## config.mk

```make
export PLATFORM = sky130hd
export DESIGN_NAME = ysyx_25040129_lsu_flat
export DESIGN_NICKNAME = d
export VERILOG_FILES = /design/src/rtl/ysyx_25040129_lsu_if.sv /design/src/rtl/ysyx_25040129_lsu.sv /design/src/flat_wrapper.sv
export SDC_FILE = /design/constraint.sdc
export NUM_CORES = 1
export LEC_CHECK = 0
export ABC_CLOCK_PERIOD_IN_PS = 4100
export BUFFER_PORTS_ARGS = -buffer_cell sky130_fd_sc_hd__buf_4
export CAP_MARGIN = 30
export CORE_MARGIN = 3
export CORE_UTILIZATION = 40
export DETAILED_ROUTE_END_ITERATION = 7
export GPL_ROUTABILITY_DRIVEN = 0
export PLACE_DENSITY_LB_ADDON = 0.2
export SLEW_MARGIN = 40
export SYNTH_ARGS = -nofsm -noshare
export SYNTH_HDL_FRONTEND = slang
export SYNTH_SLANG_ARGS = --single-unit
```

## constraint.sdc

```tcl
create_clock -name clk -period 4.1 [get_ports clk]
set_input_delay 0 -clock clk [delete_from_list [all_inputs] [get_ports clk]]
set_output_delay 0 -clock clk [all_outputs]
set_load 0.005 [all_outputs]
```

## src/rtl/ysyx_25040129_lsu_if.sv

```systemverilog
// LSU bundle: EXU-side op handshake, write-back result handshake and the
// main-memory request/response channel with its latched operand bus.
interface ysyx_25040129_lsu_if;
  logic        in_valid;
  logic        in_ready;
  logic [2:0]  in_read;
  logic [1:0]  in_write;
  logic [31:0] in_addr;
  logic [31:0] in_wdata;
  logic        out_valid;
  logic        out_ready;
  logic [31:0] out_rdata;
  logic        out_err;
  logic        is_req_valid;
  logic        is_req_ready;
  logic        is_rsp_valid;
  logic        is_rsp_ready;
  logic [2:0]  mmem_read;
  logic [1:0]  mmem_write;
  logic [31:0] mmem_addr;
  logic [31:0] mmem_write_data;
  logic [31:0] mmem_read_data;

  // LSU view
  modport master (
    input  in_valid,
    output in_ready,
    input  in_read,
    input  in_write,
    input  in_addr,
    input  in_wdata,
    output out_valid,
    input  out_ready,
    output out_rdata,
    output out_err,
    output is_req_valid,
    input  is_req_ready,
    input  is_rsp_valid,
    output is_rsp_ready,
    output mmem_read,
    output mmem_write,
    output mmem_addr,
    output mmem_write_data,
    input  mmem_read_data
  );

  // EXU / write-back / memory view
  modport slave (
    output in_valid,
    input  in_ready,
    output in_read,
    output in_write,
    output in_addr,
    output in_wdata,
    input  out_valid,
    output out_ready,
    input  out_rdata,
    input  out_err,
    input  is_req_valid,
    output is_req_ready,
    output is_rsp_valid,
    input  is_rsp_ready,
    input  mmem_read,
    input  mmem_write,
    input  mmem_addr,
    input  mmem_write_data,
    output mmem_read_data
  );
endinterface

```

## src/rtl/ysyx_25040129_lsu.sv

```systemverilog
// Load/store unit: one outstanding op, IDLE->REQ->WAIT->DONE handshake FSM.
// Ports: clk, rst (sync, active-high), bus (ysyx_25040129_lsu_if.master).
// Macro YSYX_25040129_LSU_MISALIGN_EN enables the alignment check / out_err.
module ysyx_25040129_lsu (
  input  logic                      clk,
  input  logic                      rst,
  ysyx_25040129_lsu_if.master       bus
);

  typedef enum logic [1:0] {
    IDLE,
    REQ,
    WAIT,
    DONE
  } state_t;

  state_t      state;
  state_t      state_n;

  logic [2:0]  rd_q;
  logic [2:0]  rd_n;
  logic [1:0]  wr_q;
  logic [1:0]  wr_n;
  logic [31:0] addr_q;
  logic [31:0] addr_n;
  logic [31:0] wdata_q;
  logic [31:0] wdata_n;
  logic [31:0] rdata_q;
  logic [31:0] rdata_n;
  logic        err_q;
  logic        err_n;

  logic        has_rd;
  logic        has_wr;
  logic        misal;

  assign has_rd = |bus.in_read;
  assign has_wr = |bus.in_write;

`ifdef YSYX_25040129_LSU_MISALIGN_EN
  logic is_half;
  logic is_word;

  // Size follows the effective op: a load wins over a store.
  always_comb begin
    is_half = 1'b0;
    is_word = 1'b0;
    if (has_rd) begin
      is_half = (bus.in_read == 3'd2) |
                (bus.in_read == 3'd5);
      is_word = (bus.in_read == 3'd3);
    end else begin
      is_half = (bus.in_write == 2'd2);
      is_word = (bus.in_write == 2'd3);
    end
  end

  assign misal = (is_half & bus.in_addr[0]) |
                 (is_word & (|bus.in_addr[1:0]));
`else
  assign misal = 1'b0;
`endif

  always_ff @(posedge clk) begin
    if (rst) begin
      state   <= IDLE;
      rd_q    <= 3'd0;
      wr_q    <= 2'd0;
      addr_q  <= 32'd0;
      wdata_q <= 32'd0;
      rdata_q <= 32'd0;
      err_q   <= 1'b0;
    end else begin
      state   <= state_n;
      rd_q    <= rd_n;
      wr_q    <= wr_n;
      addr_q  <= addr_n;
      wdata_q <= wdata_n;
      rdata_q <= rdata_n;
      err_q   <= err_n;
    end
  end

  always_comb begin
    state_n = state;
    rd_n    = rd_q;
    wr_n    = wr_q;
    addr_n  = addr_q;
    wdata_n = wdata_q;
    rdata_n = rdata_q;
    err_n   = err_q;
    unique case (state)
      IDLE: begin
        if (bus.in_valid) begin
          rd_n    = bus.in_read;
          wr_n    = has_rd ? 2'd0 : bus.in_write;
          addr_n  = bus.in_addr;
          wdata_n = bus.in_wdata;
          rdata_n = 32'd0;
          if (misal) begin
            err_n   = 1'b1;
            state_n = DONE;
          end else if (has_rd | has_wr) begin
            err_n   = 1'b0;
            state_n = REQ;
          end else begin
            err_n   = 1'b0;
            state_n = DONE;
          end
        end
      end
      REQ: begin
        if (bus.is_req_ready) begin
          state_n = WAIT;
        end
      end
      WAIT: begin
        if (bus.is_rsp_valid) begin
          rdata_n = (|rd_q) ? bus.mmem_read_data
                            : 32'd0;
          state_n = DONE;
        end
      end
      DONE: begin
        if (bus.out_ready) begin
          rdata_n = 32'd0;
          err_n   = 1'b0;
          state_n = IDLE;
        end
      end
      default: begin
        state_n = IDLE;
      end
    endcase
  end

  // Moore outputs: decoded from state only.
  assign bus.in_ready        = (state == IDLE);
  assign bus.is_req_valid    = (state == REQ);
  assign bus.is_rsp_ready    = (state == WAIT);
  assign bus.out_valid       = (state == DONE);
  assign bus.out_rdata       = rdata_q;
  assign bus.out_err         = err_q;
  assign bus.mmem_read       = rd_q;
  assign bus.mmem_write      = wr_q;
  assign bus.mmem_addr       = addr_q;
  assign bus.mmem_write_data = wdata_q;

endmodule

```

## src/flat_wrapper.sv

```systemverilog
// flat-port wrapper written by rule: the top's interface ports become plain ports
module ysyx_25040129_lsu_flat 
  (clk, rst, bus_in_valid, bus_in_ready, bus_in_read, bus_in_write, bus_in_addr, bus_in_wdata, bus_out_valid, bus_out_ready, bus_out_rdata, bus_out_err, bus_is_req_valid, bus_is_req_ready, bus_is_rsp_valid, bus_is_rsp_ready, bus_mmem_read, bus_mmem_write, bus_mmem_addr, bus_mmem_write_data, bus_mmem_read_data);
  ysyx_25040129_lsu_if bus_i ();
  input  logic clk;
  input  logic rst;
  input wire logic [$bits(bus_i.in_valid)-1:0] bus_in_valid;
  output wire logic [$bits(bus_i.in_ready)-1:0] bus_in_ready;
  input wire logic [$bits(bus_i.in_read)-1:0] bus_in_read;
  input wire logic [$bits(bus_i.in_write)-1:0] bus_in_write;
  input wire logic [$bits(bus_i.in_addr)-1:0] bus_in_addr;
  input wire logic [$bits(bus_i.in_wdata)-1:0] bus_in_wdata;
  output wire logic [$bits(bus_i.out_valid)-1:0] bus_out_valid;
  input wire logic [$bits(bus_i.out_ready)-1:0] bus_out_ready;
  output wire logic [$bits(bus_i.out_rdata)-1:0] bus_out_rdata;
  output wire logic [$bits(bus_i.out_err)-1:0] bus_out_err;
  output wire logic [$bits(bus_i.is_req_valid)-1:0] bus_is_req_valid;
  input wire logic [$bits(bus_i.is_req_ready)-1:0] bus_is_req_ready;
  input wire logic [$bits(bus_i.is_rsp_valid)-1:0] bus_is_rsp_valid;
  output wire logic [$bits(bus_i.is_rsp_ready)-1:0] bus_is_rsp_ready;
  output wire logic [$bits(bus_i.mmem_read)-1:0] bus_mmem_read;
  output wire logic [$bits(bus_i.mmem_write)-1:0] bus_mmem_write;
  output wire logic [$bits(bus_i.mmem_addr)-1:0] bus_mmem_addr;
  output wire logic [$bits(bus_i.mmem_write_data)-1:0] bus_mmem_write_data;
  input wire logic [$bits(bus_i.mmem_read_data)-1:0] bus_mmem_read_data;
  assign bus_i.in_valid = bus_in_valid;
  assign bus_in_ready = bus_i.in_ready;
  assign bus_i.in_read = bus_in_read;
  assign bus_i.in_write = bus_in_write;
  assign bus_i.in_addr = bus_in_addr;
  assign bus_i.in_wdata = bus_in_wdata;
  assign bus_out_valid = bus_i.out_valid;
  assign bus_i.out_ready = bus_out_ready;
  assign bus_out_rdata = bus_i.out_rdata;
  assign bus_out_err = bus_i.out_err;
  assign bus_is_req_valid = bus_i.is_req_valid;
  assign bus_i.is_req_ready = bus_is_req_ready;
  assign bus_i.is_rsp_valid = bus_is_rsp_valid;
  assign bus_is_rsp_ready = bus_i.is_rsp_ready;
  assign bus_mmem_read = bus_i.mmem_read;
  assign bus_mmem_write = bus_i.mmem_write;
  assign bus_mmem_addr = bus_i.mmem_addr;
  assign bus_mmem_write_data = bus_i.mmem_write_data;
  assign bus_i.mmem_read_data = bus_mmem_read_data;
  ysyx_25040129_lsu u_core (.clk(clk), .rst(rst), .bus(bus_i));
endmodule
```

==> out/metrics.cfg <==
[timing]
final.setup_skew_ps = 9.040
fin_crit_sh = 0.5248
final_hold_violation_count = 0
grt_setup_unrepaired = no
timing.slew.headroom = 0.5171
worst_margin_pin_slew_ps = 724.4
maxClockFrequency_ghz = 0.4647
maxSlewViolCount = 0
report.final.setup_viol = 0
period_minus_slack_ps = 2152
fin_setup_tns_ps = 0

[yosys]
synth.cell_area_um2 = 4023
netlist_instances = 472
synth-main-ff-cell = sky130_fd_sc_hd__dfxtp_1
ys_async_sr_fraction = 0
ys_ff_latch = 103
synth_fp_nets = 584
yosysWarningCount = 0
yosysSeqAreaShare = 0.5126
yosys-top-cells-count = sky130_fd_sc_hd__nand2_1 (137), sky130_fd_sc_hd__dfxtp_1 (103), sky130_fd_sc_hd__a21oi_1 (69), sky130_fd_sc_hd__nand2b_1 (36), sky130_fd_sc_hd__nand3_1 (35)
netlist.top_cell.by_area = sky130_fd_sc_hd__dfxtp_1
synth.top_cells.by_area = sky130_fd_sc_hd__dfxtp_1 (51%), sky130_fd_sc_hd__nand2_1 (13%), sky130_fd_sc_hd__a21oi_1 (8.6%)
synth-edff-count = 0
synth_top_cell_area_share = 0.5126
post_synth_num_cell_types = 25
synth.most_common_cell = sky130_fd_sc_hd__nand2_1
postSynthAreaPerCell_um2 = 8.522

[cts]
cts_sinks = 103
clock_tree_from_tritoncts = done
cts-root-to-sink-buffers = 2
numCtsBuffers = 9
clk_latency_ps = 360
number_of_levels_the_h_tree_was_split_into = 3
clkTransAtPathRegs_ps = 100
clock-root-buffer = sky130_fd_sc_hd__clkbuf_8

[global_route]
met3_usage = 0.05525
maximum_number_of_pins_on_one_net_before_global_route_repair = 105
first_global_vias = 4307
grtUsageTotal = 0.2261
antenna_violations_before_repair = 0
grt_use_met2 = 0.4005
met1_usage = 0.2576
global_route.overflow_total = 0
grt_first_pass_wirelength_um = 20730
grt_busiest_layer = met2

[power]
seq_power_share = 0.416
power_density_nw_per_um2 = 426.5
vdd.ir_drop.worst_uv = 280.0
fraction_of_power_consumed_by_combinational_cells = 0.378
power_switching_uw = 986.7
total_leakage_power_nw = 3.009
cell_internal_pwr_mw = 1.910
part_of_the_total_power_dissipated_in_the_clock_network = 0.207
total_power_mw = 2.896
power.share.switching = 0.3407

[placed_design]
placement.io_buffers = 211
hpwl_um = 8027

[drt]
vias = 4327
wire_per_inst_um = 14.67
drtPass1Iterations = 4
antenna_violating_nets_post_route = 0
detail_route.iter0.violations = 169
detail_route.vias_per_cell = 4.851
remaining_drcs = 0
finalWirelength_um = 13090

[die]
rows = 35
floorplan.die.width_um = 106.3
pin_count = 213
floorplan.initialDensity = 0.4233
dieArea_um2 = 11300
core-area_um2 = 9503
die_h_um = 106.3

[critical_path]
r2r.worst_path.cells = 6
cp_data_required_time_ps = 4370
endpoint_kind = flip-flop
worst_ep_arrival_time_ps = 2420
critical_path_class = flip-flop to flip-flop
startpoint_type = flip-flop
path_max_fanout = 37

[cells_and_area]
n_fill_cell = 681
final_layout_size_suffix_gt1_frac = 0.3067
area_delta_synth_final_pct = 68.83
diodes_inserted = 0
nNetsFinal = 870

[hold_path]
worst_hold_path_type = input port to flip-flop
depth_of_the_worst_hold_timing_path = 2

[job]
max_cap_viol = 0

[status]
result_of_the_run = complete, no violations

-- sequential cells by signal, summed over array words and instances (netlist names) --
register and flops:
u_core.bus.mmem_addr 32, u_core.bus.mmem_read 3, u_core.bus.out_rdata 32, u_core.state 2, u_core.bus.mmem_write 2, u_core.bus.mmem_write_data 32
-- power groups by stage --
stage	clock network, mW	logic [mW]	registers, mW
floorplan	0	0.658	1.23
global placement	0	0.995	1.22
detailed placement	0	1.01	1.22
CTS	0.614	1.09	1.20
global route	0.649	1.20	1.22
finish	0.598	1.09	1.20
-- final cells by class --
type	count	area, um2	area share
clock inverter	4	30.03	0.004422
inverter	2	7.507	0.001105
clock buffer	12	155.1	0.02284
sequential	103	2062	0.3036
timing repair buffer	314	2614	0.3849
tap	129	161.4	0.02377
multi-input combinational	328	1762	0.2594
-- placed cells by master (no fill, tap or decap), drive strengths merged --
cell,n
clkinv,3
conb,1
a311oi,1
clkinvlp,1
nor2b,1
buf,213
nor3,1
a41oi,2
and2,1
ha,5
nand3,35
nand2,137
a211oi,1
and4b,1
a21oi,69
nand2b,37
clkbuf,12
nor2,2
or3,1
dlygate4sd3,101
inv,2
and4,1
mux2i,32
dfxtp,103
-- worst max-delay path: stages, from the launching register on --
cell and delay (ps):
sky130_fd_sc_hd__dfxtp_1 390, sky130_fd_sc_hd__inv_1 100, sky130_fd_sc_hd__ha_1 280, sky130_fd_sc_hd__nand2_2 510, sky130_fd_sc_hd__buf_4 470, sky130_fd_sc_hd__nand2_1 120
sky130_fd_sc_hd__a21oi_1 190
-- through the flow --
stage / instance area (um2) / hold WS (ps) / setup slack [ps] / std cells / utilization
2_1_floorplan: 4023 / 136.0 / 2600 / 472 / -
3_3_place_gp: 5582 / 245.4 / 1951 / 775 / 0.5874
3_5_place_dp: 5595 / 256.3 / 1995 / 775 / 0.5888
4_1_cts: 6792 / 149.2 / 1967 / 892 / 0.7147
5_1_grt: 6792 / 197.5 / 1744 / 892 / 0.7147
6_report: 6792 / 161.6 / 1948 / 892 / 0.7147
-- metal layers --
metal / vias up / wire (um)
met4: 0 / 431
met3: 33 / 956
li1: 2111 / -
met2: 185 / 6591
met5: - / 0
met1: 1998 / 5107
-- what timing repair did --
item                                    CTS  global route
resized for setup                         0             0
hold endpoints to repair                102             0
setup buffers                             0             0
hold buffers                            101             0
endpoints found under the setup margin    0             0
-- worst paths after layout --
| check | startpoint | endpoint | slack [ps] |
|---|---|---|---|
| setup / recovery | u_core.state[0] | u_core.bus.mmem_write_data[25] | 1950 |
| hold / removal | rst | u_core.bus.mmem_write_data[17] | 160 |
| setup reg to reg | u_core.state[0] | u_core.bus.mmem_write_data[25] | 1950 |
| hold reg to reg | u_core.bus.mmem_addr[28] | u_core.bus.mmem_addr[28] | 460 |
-- cells by family (layout without fill, tap and decap cells) --
| group | count (synthesis) | in the layout | synth area share |
|---|---|---|---|
| compound gates | 73 | 73 | 0.09425 |
| fa+ha+maj | 5 | 5 | 0.01555 |
| buf+inv | 41 | 332 | 0.05381 |
| flops | 103 | 103 | 0.5126 |
| mux | 32 | 32 | 0.07963 |
| other cells | 1 | 1 | 0.0009322 |
| simple gates | 217 | 217 | 0.2432 |
No activity file was read; power rests on OpenSTA's default activity.
